[config.mk]
export PLATFORM = sky130hd
export DESIGN_NAME = led_status_ctrl
export DESIGN_NICKNAME = d
export VERILOG_FILES = /design/src/rtl/led_status_ctrl.sv
export SDC_FILE = /design/constraint.sdc
export NUM_CORES = 1
export LEC_CHECK = 0
export CAP_MARGIN = 40
export CORE_UTILIZATION = 56
export CTS_BUF_LIST = sky130_fd_sc_hd__clkbuf_4 sky130_fd_sc_hd__clkbuf_8
export DETAILED_ROUTE_END_ITERATION = 8
export PLACE_DENSITY_LB_ADDON = 0.25
export SKIP_LAST_GASP = 1
export SLEW_MARGIN = 5
export SYNTH_ARGS = -nofsm -noshare
export SYNTH_HDL_FRONTEND = slang
export SYNTH_SLANG_ARGS = --single-unit
export TNS_END_PERCENT = 30
[constraint.sdc]
create_clock -name clk -period 1.95 [get_ports clk]
set_input_delay 0.585 -clock clk [delete_from_list [all_inputs] [get_ports clk]]
set_output_delay 0.585 -clock clk [all_outputs]
set_load 0.03 [all_outputs]
[src/rtl/led_status_ctrl.sv]
// Status-LED controller: error blink codes over disk-activity stretch over idle heartbeat,
// all paced by a prescaled time-base tick derived from the oscillator clock.
module led_status_ctrl #(
    parameter int unsigned TICK_DIV  = 20800,
    parameter int unsigned HB_HALF   = 50,
    parameter int unsigned ACT_TICKS = 5,
    parameter int unsigned ERR_ON    = 20,
    parameter int unsigned ERR_OFF   = 20,
    parameter int unsigned ERR_GAP   = 100
) (
    input  logic       clk,
    input  logic       rst_n,
    input  logic       hb_enable,
    input  logic       act_pulse,
    input  logic [2:0] err_code,
    output logic       led,
    output logic       tick,
    output logic [1:0] mode
);

    localparam int unsigned PreW  = $clog2(TICK_DIV + 1);
    localparam int unsigned HbW   = $clog2(HB_HALF + 1);
    localparam int unsigned ActW  = $clog2(ACT_TICKS + 1);
    localparam int unsigned PhMax = (ERR_ON > ERR_OFF) ?
                                    ((ERR_ON > ERR_GAP) ? ERR_ON : ERR_GAP) :
                                    ((ERR_OFF > ERR_GAP) ? ERR_OFF : ERR_GAP);
    localparam int unsigned PhW   = $clog2(PhMax + 1);

    typedef enum logic [1:0] {StIdle, StOn, StOff, StGap} err_st_e;

    logic [PreW-1:0] pre_q;
    logic            tick_q;
    logic [HbW-1:0]  hb_cnt_q;
    logic            hb_state_q;
    logic [ActW-1:0] act_cnt_q;
    err_st_e         st_q;
    logic [PhW-1:0]  ph_q;
    logic [2:0]      blinks_q;
    logic            led_q;
    logic [1:0]      mode_q;
    logic            pre_wrap;

    assign pre_wrap = (pre_q == PreW'(TICK_DIV - 1));

    always_ff @(posedge clk) begin
        if (!rst_n) begin
            pre_q  <= '0;
            tick_q <= 1'b0;
        end else begin
            tick_q <= pre_wrap;
            pre_q  <= pre_wrap ? '0 : pre_q + 1'b1;
        end
    end

    // Heartbeat keeps running even while another source owns the LED.
    always_ff @(posedge clk) begin
        if (!rst_n || !hb_enable) begin
            hb_cnt_q   <= '0;
            hb_state_q <= 1'b0;
        end else if (tick_q) begin
            if (hb_cnt_q == HbW'(HB_HALF - 1)) begin
                hb_cnt_q   <= '0;
                hb_state_q <= ~hb_state_q;
            end else begin
                hb_cnt_q <= hb_cnt_q + 1'b1;
            end
        end
    end

    always_ff @(posedge clk) begin
        if (!rst_n) begin
            act_cnt_q <= '0;
        end else if (act_pulse) begin
            act_cnt_q <= ActW'(ACT_TICKS);
        end else if (tick_q && act_cnt_q != '0) begin
            act_cnt_q <= act_cnt_q - 1'b1;
        end
    end

    // err_code is only sampled when leaving IDLE or GAP, so a running code always completes.
    always_ff @(posedge clk) begin
        if (!rst_n) begin
            st_q     <= StIdle;
            ph_q     <= '0;
            blinks_q <= '0;
        end else if (tick_q) begin
            unique case (st_q)
                StIdle: begin
                    ph_q <= '0;
                    if (err_code != 3'd0) begin
                        st_q     <= StOn;
                        blinks_q <= err_code;
                    end
                end
                StOn: begin
                    if (ph_q == PhW'(ERR_ON - 1)) begin
                        st_q     <= StOff;
                        ph_q     <= '0;
                        blinks_q <= blinks_q - 1'b1;
                    end else begin
                        ph_q <= ph_q + 1'b1;
                    end
                end
                StOff: begin
                    if (ph_q == PhW'(ERR_OFF - 1)) begin
                        st_q <= (blinks_q == 3'd0) ? StGap : StOn;
                        ph_q <= '0;
                    end else begin
                        ph_q <= ph_q + 1'b1;
                    end
                end
                StGap: begin
                    if (ph_q == PhW'(ERR_GAP - 1)) begin
                        ph_q <= '0;
                        if (err_code != 3'd0) begin
                            st_q     <= StOn;
                            blinks_q <= err_code;
                        end else begin
                            st_q <= StIdle;
                        end
                    end else begin
                        ph_q <= ph_q + 1'b1;
                    end
                end
            endcase
        end
    end

    always_ff @(posedge clk) begin
        if (!rst_n) begin
            led_q  <= 1'b0;
            mode_q <= 2'd0;
        end else if (st_q != StIdle) begin
            led_q  <= (st_q == StOn);
            mode_q <= 2'd2;
        end else if (act_cnt_q != '0) begin
            led_q  <= 1'b1;
            mode_q <= 2'd1;
        end else begin
            led_q  <= hb_state_q;
            mode_q <= 2'd0;
        end
    end

    assign led  = led_q;
    assign tick = tick_q;
    assign mode = mode_q;

endmodule

## After elaboration in Yosys (flattened, before gate mapping)

Cells that the tools add are included.
W data, S select, Z words.

- Register bits: 41
- Input port bits: 7

- Add/sub/neg operators: 5
- Equal/unequal tests: 11
- Muxes and demuxes: 21
- Bitwise operators: 2
- Reductions and logical operators: 18

Operators by type and width:

| kind | count |
|---|---|
| $pmux W7 S3 | 1 |
| $add A15 B1 Y15 const B | 1 |
| $eq A15 B15 Y1 const B | 1 |
| $mux W3 | 5 |
| $mux W7 | 2 |
| $mux W2 | 6 |
| $pmux W3 S3 | 1 |
| $reduce_bool A3 Y1 | 3 |
| $ne A2 B2 Y1 const B | 4 |
| $pmux W2 S4 | 1 |
| $reduce_or A2 Y1 | 4 |
| $add A7 B1 Y7 const B | 1 |
| $eq A7 B5 Y1 const B | 1 |
| $eq A7 B7 Y1 const B | 1 |
| $add A6 B1 Y6 const B | 1 |
| $eq A6 B6 Y1 const B | 1 |
| $mux W6 | 1 |
| $sub A3 B1 Y3 const B | 2 |
| $reduce_and A5 Y1 | 1 |
| $eq A2 B2 Y1 const B | 2 |
| $mux W1 | 4 |
| $reduce_and A4 Y1 | 1 |
| $reduce_bool A2 Y1 | 2 |
| $logic_not A3 Y1 | 1 |
| 7 further kinds | 9 |

## Longest topological paths before layout

- Depth in word-level cells: 4
- Mapped depth: 7
- Depth with buffers taken out: 7

## Worst setup path after synthesis

No wires, ideal clock.

- Path kind: register to register
- Start point: register ph_q[0]
- End point: register st_q[0]
- Library setup time: 0.119 ns
- Arrival: 1.768 ns
- Data required time: 1.831 ns
- Path slack: 0.063 ns
- Cell stages (with the launch flop): 6
- Path buffers: 0
- Clock period less this slack: 1.887 ns
- Path through: dfxtp_1 > ha_1 > nor3b_4 > a41oi_2 > or4b_4 > o221a_1

- Word-level cells in the longest chain between the ends: 3

Ends and longest elaborated chain:

| element | line | RTL |
|---|---|---|
| from (decl) | 37 | `logic [PhW-1:0] ph_q;` |
| from (signal assigned) | 101 | `ph_q <= ph_q + 1'b1;` |
| from (signal assigned) | 109 | `ph_q <= ph_q + 1'b1;` |
| from (signal assigned) | 122 | `ph_q <= ph_q + 1'b1;` |
| $eq A7 B7 Y1 / $eq A7 B5 Y1 (equally long branches) | 113, 96, 105 |  |
| $ne A2 B2 Y1 (no source line) | -- |  |
| $reduce_and A5 Y1 (no source line) (*) | -- |  |
| to (signal assigned) | 106 | `st_q <= (blinks_q == 3'd0) ? StGap : StOn;` |
| to (signal assigned) | 116 | `st_q <= StOn;` |
| to (signal assigned) | 119 | `st_q <= StIdle;` |
| to (decl) | 36 | `err_st_e st_q;` |

Mark *: on every way between the ends. The rest lies on a longest branch, timed or not.
A chain may end at the register's enable or synchronous reset.

## Worst setup path after layout

- Start point: register ph_q[0]
- End point: register st_q[1]

The elaborated chain is that of the path after synthesis.

==> results by group <==
Outcome
  – Run status: finished, final reports clean

Global routing
  – Overflow left after global routing: 0
  – Overall track demand over capacity in global routing: 22.6%
  – Via count of the first global-routing pass: 1,685
  – Largest net degree at the start of global routing: 17
  – Global-route wire length before repair: 7220 um
  – Number of antenna violations at the first check in global routing: 0

CTS
  – Maximum buffer depth of the clock tree: 2
  – Clock network latency to the later pin of the worst-skew pair: 0.30 ns
  – Clk pin slew, worst setup/hold paths: 0.08 ns
  – Cts bufs inserted: 5
  – CTS HTree Levels: 2
  – Clock Sink Count: 41
  – Root Driver: clkbuf_8
  – Clock tree from TritonCTS: built

Synthesis
  – Post-Synthesis Cells: 253
  – Proportion of netlist area held by the largest area contributor: 38.0%
  – Syn_area_per_cell: 8.53 um2
  – Flip-flop cell with the highest count after synthesis: dfxtp_1
  – Sequential element share of the synthesized area: 38.0%
  – Top cells by area, synth: dfxtp_1 38%, ha_1 8.1%, nor2_1 6.6%, xnor2_1 4.5%, nand2_1 3.8%
  – Post-synthesis async set-or-reset flop share: 0%
  – Commonest cells post-synth: 41 x dfxtp_1, 38 x nor2_1, 22 x nand2_1
  – Total nets after synthesis: 274
  – Largest area contributor in the synthesized netlist: dfxtp_1
  – Flop and latch count out of synthesis: 41
  – Warning count from the yosys run: 0
  – Synthesized cell area: 2160 um2
  – Number of unique standard cell types used by synthesis: 44
  – Number of synthesized flops with an enable pin: 0
  – Cell with the most instances after synthesis: dfxtp_1

Floorplanning
  – Die Footprint: 4110 um2
  – Die W: 64.1 um
  – I/O Pins: 11
  – Effective utilization at floorplan: 58.5%
  – Area of the core: 3690 um2
  – Floorplan die height: 64.1 um
  – Total number of placement rows: 22

Routing
  – Detailed-route via count: 1,906
  – First drt pass iteration count: 4
  – Drt drc: 0
  – Average vias per placed instance: 5.59
  – Post-Route WL: 4360 um
  – DRC violation total after the first TritonRoute iteration: 163
  – Residual antenna-violating net count after detailed routing: 0
  – Routed len/inst: 12.8 um

Finish
  – Synthesis-to-finish area growth: 22.2%
  – Final design utilization: 71.5%
  – Proportion of layout cells with a drive suffix above 1: 15.4%
  – Post-layout nets: 313
  – Antenna cells: 0
  – Fill cell count: 303

Timing
  – Worst clock skew: 0.0121 ns
  – Total negative setup slack: 0 ns
  – Hold Fails Final Rpt: 0
  – Final WS setup: 0.0220 ns
  – Worst slew margin: 72.8%
  – Final critical-path share of the clock period: 98.9%
  – Setup repair after global routing missed its margin: true
  – Number of setup violations in the final report: 0
  – Final-layout worst hold slack: 0.494 ns
  – Maximum operating frequency: 519 MHz
  – Clock period minus worst slack: 1.93 ns
  – Transition time at the pin with the least slew margin: 0.406 ns
  – Pins Over Slew Limit: 0

Worst setup path
  – Startpoint type of the worst setup path: flip-flop
  – Required time at the worst-slack endpoint: 2.17 ns
  – Reg2reg setup slack: 0.02 ns
  – Startpoint-to-endpoint class of the critical path: reg -> reg
  – Worst endpoint data arrival time: 2.14 ns
  – Critical-path maximum fanout: 4
  – Critical Path End Type: flip-flop
  – Count of cells along the worst register-to-register path: 6

Power
  – Power density over cell area: 630 nW/um2
  – Leak: 0.947 nW
  – Worst IR Drop VDD: 641 uV
  – Total power: 0.00166 W

Placed design
  – Worst slack at placement: -0.233 ns
  – Global placement routability congestion: 0.804
  – PortBufs: 10
  – Dpl hpwl: 3100 um

Run
  – Number of maximum-capacitance violations: 0

Hold path
  – Hold path depth: 1
  – Worst hold path class: reg -> reg
-- power breakdown --
part | internal, W | switching [W]
combinational | 0.0000469 | 0.0000489
clock | 0.000416 | 0.000294
sequential | 0.000848 | 0.00000783
total | 0.00131 | 0.000351
-- final timing paths --
kind / start / endpoint
worst max-delay path: ph_q[0] / st_q[1]
worst min-delay path: pre_q[0] / pre_q[0]
worst max register to register: ph_q[0] / st_q[1]
worst min register to register: pre_q[0] / pre_q[0]
-- state kept, by name, indices dropped and copies added (netlist names) --
register and count:
hb_state_q 1, blinks_q 3, mode 2, led 1
pre_q 15, ph_q 7, tick 1, act_cnt_q 3
hb_cnt_q 6, st_q 2
-- cells in the final DEF (no fill, tap or decap), drive strengths merged, types with 5 or more instances in the layout --
cell and instances:
clkdlybuf4s50 9, nand4 8, inv 16, a21oi 5, xnor2 11, ha 14
dfxtp 41, buf 29, o211ai 5, nand2 22, nor3 7, nand3 12
clkbuf 6, o2111ai 6, nor4 7, xor2 8, o21ai 7, nor2 38
-- cell type report --
cell class | instances | area, um2 | area share, %
inverter | 17 | 63.8 | 2.42
tap | 48 | 60.1 | 2.28
timing repair buffer | 38 | 312 | 11.8
clock buffer | 6 | 82.6 | 3.13
sequential | 41 | 821 | 31.1
clock inverter | 2 | 37.5 | 1.42
multi-input combinational | 189 | 1260 | 47.8
-- metrics by stage --
step                      cell area, um2  std cells
after floorplan                     2160        253
after global placement              2480        331
after detailed placement            2480        331
after CTS                           2610        339
after global routing                2640        341
final                               2640        341
-- layer usage --
metal  GRT usage (%)  up-vias  routed length, um
met5               0        -                  0
met4            8.52        0                 57
met3            4.82        9                173
met2            35.5       40               2070
met1            30.2      876               2070
li1                -      981                  -
-- kinds of logic after synthesis --
logic type | count (synthesis) | share of synthesized area (%)
AOI/OAI and AO/OA | 39 | 13.9
adders and majority gates | 14 | 8.12
DFF | 41 | 38.0
xor gates and xnor gates | 19 | 7.71
and+or+nand+nor | 117 | 28.1
buffers and inverters | 23 | 4.17
-- worst max-delay path, stage by stage (launching register included) --
cell and delay (ns):
dfxtp_1 0.35, ha_2 0.19, nor3b_4 0.27, buf_6 0.15
o2bb2ai_1 0.12, or4b_4 0.49, a221oi_2 0.28
-- timing repair --
item | CTS | global route
setup endpoints to repair | 0 | 7
resized for setup | 0 | 4
setup buffers | 0 | 2
hold buffers | 0 | 0
(Power assumes the default switching activity.)
